$ cat src/rtl/hs_dpath_pkg.sv
// Shared helpers for the hs_dpath blocks: counter and pointer width rules.
package hs_dpath_pkg;

  function automatic int hs_cnt_width(input int n);
    return $clog2(n + 1);
  endfunction

  function automatic int hs_ptr_width(input int depth);
    return (depth > 1) ? $clog2(depth) : 1;
  endfunction

endpackage

$ cat src/rtl/hs_dpath_wrap_cnt.sv
// Modulo-DEPTH pointer; advances on inc_i and wraps DEPTH-1 -> 0 for any DEPTH.
module hs_dpath_wrap_cnt
  import hs_dpath_pkg::*;
#(
  parameter  int DEPTH = 4,
  localparam int PW    = hs_ptr_width(DEPTH)
) (
  input  logic          clk_i,
  input  logic          rst_ni,
  input  logic          inc_i,
  output logic [PW-1:0] ptr_o
);

  logic [PW-1:0] ptr_q, ptr_d;

  always_comb begin
    ptr_d = ptr_q;
    if (inc_i) begin
      ptr_d = (ptr_q == PW'(DEPTH - 1)) ? '0 : ptr_q + PW'(1);
    end
  end

  always_ff @(posedge clk_i or negedge rst_ni) begin
    if (!rst_ni) ptr_q <= '0;
    else         ptr_q <= ptr_d;
  end

  assign ptr_o = ptr_q;

endmodule

$ cat src/rtl/hs_dpath_crd_fifo.sv
// Credit-reserving output FIFO behind a fixed-latency, non-stallable pipeline.
// Issue slots are granted only while a storage entry is guaranteed.
module hs_dpath_crd_fifo
  import hs_dpath_pkg::*;
#(
  parameter  type      DATA_TYPE   = logic,
  parameter  DATA_TYPE RESET_VALUE = DATA_TYPE'(0),
  parameter  int       DEPTH       = 4,
  localparam int       CW          = hs_cnt_width(DEPTH),
  localparam int       PW          = hs_ptr_width(DEPTH)
) (
  input  logic          clk,
  input  logic          aresetn,
  input  logic          issue_vld,
  output logic          issue_rdy,
  input  logic          din_vld,
  input  DATA_TYPE      din,
  output logic          dout_vld,
  output DATA_TYPE      dout,
  input  logic          dout_rdy,
  output logic [CW-1:0] occupancy,
  output logic          ovf_err
);

  logic [CW-1:0] reserved_q, reserved_d;
  logic [CW-1:0] stored_q, stored_d;
  logic          ovf_q, ovf_d;
  logic [PW-1:0] wr_ptr, rd_ptr;
  DATA_TYPE      mem_q [DEPTH];

  logic issue, pop, full, push;

  assign issue = issue_vld && issue_rdy;
  assign pop   = dout_vld && dout_rdy;
  assign full  = (stored_q == CW'(DEPTH));
  // A full FIFO still accepts a write when the head leaves in the same cycle.
  assign push  = din_vld && (!full || pop);

  always_comb begin
    reserved_d = reserved_q;
    stored_d   = stored_q;
    ovf_d      = ovf_q | (din_vld && full && !pop);
    if (issue && !pop) begin
      reserved_d = reserved_q + CW'(1);
    end else if (pop && !issue && (reserved_q != '0)) begin
      reserved_d = reserved_q - CW'(1);
    end
    if (push && !pop) begin
      stored_d = stored_q + CW'(1);
    end else if (pop && !push) begin
      stored_d = stored_q - CW'(1);
    end
  end

  always_ff @(posedge clk or negedge aresetn) begin
    if (!aresetn) begin
      reserved_q <= '0;
      stored_q   <= '0;
      ovf_q      <= 1'b0;
    end else begin
      reserved_q <= reserved_d;
      stored_q   <= stored_d;
      ovf_q      <= ovf_d;
    end
  end

  always_ff @(posedge clk or negedge aresetn) begin
    if (!aresetn) begin
      for (int i = 0; i < DEPTH; i++) mem_q[i] <= RESET_VALUE;
    end else if (push) begin
      mem_q[wr_ptr] <= din;
    end
  end

  hs_dpath_wrap_cnt #(.DEPTH(DEPTH)) u_wr_ptr (
    .clk_i  (clk),
    .rst_ni (aresetn),
    .inc_i  (push),
    .ptr_o  (wr_ptr)
  );

  hs_dpath_wrap_cnt #(.DEPTH(DEPTH)) u_rd_ptr (
    .clk_i  (clk),
    .rst_ni (aresetn),
    .inc_i  (pop),
    .ptr_o  (rd_ptr)
  );

  assign issue_rdy = (reserved_q != CW'(DEPTH));
  assign dout_vld  = (stored_q != '0);
  assign dout      = mem_q[rd_ptr];
  assign occupancy = stored_q;
  assign ovf_err   = ovf_q;

endmodule

$ cat config.mk
export PLATFORM = sky130hd
export DESIGN_NAME = hs_dpath_crd_fifo
export DESIGN_NICKNAME = d
export VERILOG_FILES = /design/src/rtl/hs_dpath_pkg.sv /design/src/rtl/hs_dpath_wrap_cnt.sv /design/src/rtl/hs_dpath_crd_fifo.sv
export SDC_FILE = /design/constraint.sdc
export NUM_CORES = 1
export LEC_CHECK = 0
export ABC_AREA = 1
export CAP_MARGIN = 20
export CORE_MARGIN = 2
export CORE_UTILIZATION = 46
export DETAILED_ROUTE_END_ITERATION = 8
export PLACE_DENSITY = 0.79
export SLEW_MARGIN = 20
export SYNTH_ARGS = -nofsm -noshare
export SYNTH_HDL_FRONTEND = slang
export SYNTH_SLANG_ARGS = --single-unit
$ cat constraint.sdc
create_clock -name clk -period 1.9 [get_ports clk]
set_input_delay 0.38 -clock clk [delete_from_list [all_inputs] [get_ports clk]]
set_output_delay 0.38 -clock clk [all_outputs]
set_load 0.03 [all_outputs]
==> flow_metrics.env <==
export IMPL_synth_area_leader_cell="dfrtp_1"
export IMPL_die_area_sq_mm=0.00222
export IMPL_cellLeakagePower_nw=0.551
export IMPL_instances_no_fill=146
export IMPL_clk_latency_ns=0.30
export IMPL_finalWorstSetupSlack_ns=0.0292
export IMPL_ys_top_cells_by_area="dfrtp_1 44%, nand2_1 13%, ha_1 8.8%"
export IMPL_root_buffer="clkbuf_4"
export IMPL_yosysWarnings=0
export IMPL_ys_seq_area_share_pct=44.0
export IMPL_tightest_slew_ns=0.315
export IMPL_netlist_area_sq_um=853
export IMPL_cts_clk_slew_worst_paths_ns=0.10
export IMPL_power_density_mw_per_mm2=1700
export IMPL_grt_usage_pct=19.2
export IMPL_cts_num_sinks=15
export IMPL_reg2reg_depth=6
export IMPL_crit_path_start_kind="input pin"
export IMPL_ctsHoldBuffers=0
export IMPL_ys_ff_latch=15
export IMPL_setup_viol=0
export IMPL_start_util_pct=49.4
export IMPL_hold_slack_ns=0.385
export IMPL_placed_cells=141
export IMPL_p_total_mw=1.93
export IMPL_cp_max_fo=2
export IMPL_wl_mm=1.91
export IMPL_setup_tns_ns=0
export IMPL_core_area_sq_mm=0.00173
export IMPL_cts_tree="done"
export IMPL_synth_cells=95
export IMPL_firstDrtPassIters=4
export IMPL_post_place_ws_ns=-0.347
export IMPL_overflow=0
export IMPL_worstSetupEndpointType="flop"
export IMPL_grtUsageMet1_pct=20.4
export IMPL_htreeDepth=1
export IMPL_final_hold_violation_count=0
export IMPL_clockBufferDepth=2
export IMPL_min_period_ns=1.87
export IMPL_die_x_um=47.1
export IMPL_vias_per_cell=5.07
export IMPL_drive_gt1_share_pct=28.9
export IMPL_fin_crit_sh_pct=98.5
export IMPL_worstSetupPathType="input pin to flop"
export IMPL_max_vdd_ir_drop_v=0.000946
export IMPL_grt_pass1_vias=688
export IMPL_synth_top_area_share_pct=44.0
export IMPL_status="complete, no violations"
export IMPL_drtAntennaViolNets=0
export IMPL_syn_nets=109
export IMPL_maxCapViolCount=0
export IMPL_hp_class="input pin to async pin"
export IMPL_vias=740
export IMPL_required_ns=2.09
export IMPL_final_area_sq_mm=0.00114
export IMPL_synth_cell_types=21
export IMPL_syn_to_final_growth_pct=33.3
export IMPL_synth_avg_cell_area_sq_um=8.98
export IMPL_fmax_mhz=535
export IMPL_cp_arrival_ns=2.06
export IMPL_placed_area_sq_mm=0.00109
export IMPL_slew_headroom_pct=79.0
export IMPL_io_buffers=12
export IMPL_busiest_layer="met2"
export IMPL_fin_skew_ns=0.00827
export IMPL_grt_util_met3_pct=5.77
export IMPL_drt_iter0_drc=11
export IMPL_fin_nets=136
export IMPL_wl_per_cell_um=13.1
export IMPL_gp_congestion=0.659
export IMPL_grt_pass1_wl_mm=2.84
export IMPL_maxSlewViolCount=0
export IMPL_antenna_found_initial=0
export IMPL_final_core_util_pct=65.9
export IMPL_num_antenna_cells=0
export IMPL_numCtsBuffers=3
export IMPL_ios=13
export IMPL_rows=15
export IMPL_drc=0
export IMPL_grt_max_degree=16
export IMPL_dp_hpwl_mm=1.34
export IMPL_die_h_um=47.1
export IMPL_gr_usage_met2_pct=32.9
## synthesized netlist by cell type
master	n
a21boi_0	1
a21oi_1	2
a31oi_4	1
a32oi_1	1
a41o_2	1
dfrtp_1	15
fa_1	2
ha_1	6
inv_1	9
inv_2	2
mux2_2	1
nand2_1	29
nand2_2	4
nand3_1	5
nand3_2	1
nor2_1	5
nor2_4	1
o21ai_0	3
o21ai_1	4
xnor2_1	1
xor2_1	1
## path summary, 6_finish.rpt
path                                        endpoint  slack [ns]                     start
setup reg to reg            occupancy[1]$_DFFE_PN0P_        0.04  occupancy[1]$_DFFE_PN0P_
setup / recovery            occupancy[1]$_DFFE_PN0P_        0.03                   din_vld
hold / removal             reserved_q[1]$_DFFE_PN0P_        0.38                   aresetn
min in group clk                   ovf_err$_DFF_PN0_        0.49         ovf_err$_DFF_PN0_
hold reg to reg                    ovf_err$_DFF_PN0_        0.49         ovf_err$_DFF_PN0_
max in group asynchronous   occupancy[0]$_DFFE_PN0P_        1.32                   aresetn
## worst max-delay path: stages
cell and delay (ns):
clkdlybuf4s50_1 0.49, inv_2 0.05, a31oi_4 0.19, ha_4 0.18
inv_4 0.04, fa_2 0.44, mux2_2 0.27
## placed cells by master, fill, tap and decap left out, drive strengths merged
cell	n
o21ai	7
dlymetal6s2s	1
fa	2
buf	10
dfrtp	15
clkdlybuf4s50	8
a41o	1
dlygate4sd2	2
a21oi	2
a21boi	1
inv	11
nand3	6
xnor2	1
a31oi	1
ha	6
xor2	1
nand2	33
clkbuf	5
a32oi	1
nor2	6
mux2	1
## state kept, by name, indices dropped and copies added (netlist names)
name and cells:
mem_q 4, occupancy 3, ovf_err 1, reserved_q 3, u_rd_ptr.ptr_o 2, u_wr_ptr.ptr_o 2
## area by class of cell
type | count | area [sq um]
sequential | 15 | 379
timing repair buffer | 22 | 190
inverter | 11 | 43.8
tap | 25 | 31.3
clock buffer | 4 | 26.3
multi-input combinational | 69 | 467
fill | 147 | 589
## report_power, final
| part | leakage (nW) | internal [mW] | total [mW] | switching, mW |
|---|---|---|---|---|
| Clock | 0.0150 | 0.0819 | 0.193 | 0.111 |
| Sequential | 0.177 | 0.487 | 0.672 | 0.185 |
| Combinational | 0.359 | 0.460 | 1.07 | 0.606 |
## kinds of logic after synthesis
logic type	synth area share, %
fa+ha+maj	13.5
xor+xnor	2.05
compound gates	11.0
mux	1.32
simple gates	23.3
flops	44.0
buf+inv	4.84
## repair_timing
item	4_1_cts	5_1_grt
buffers inserted	0	1
pin swaps	1	5
setup endpoints to repair	4	4
gates resized for setup	5	12
hold endpoints to repair	0	0
## metal layers
metal / share of wire, % / wire length [um]
met3: 3.9 / 74
met1: 39 / 741
met5: 0 / 0
met2: 54 / 1020
met4: 3.9 / 74
No activity file was read; power rests on OpenSTA's default activity.
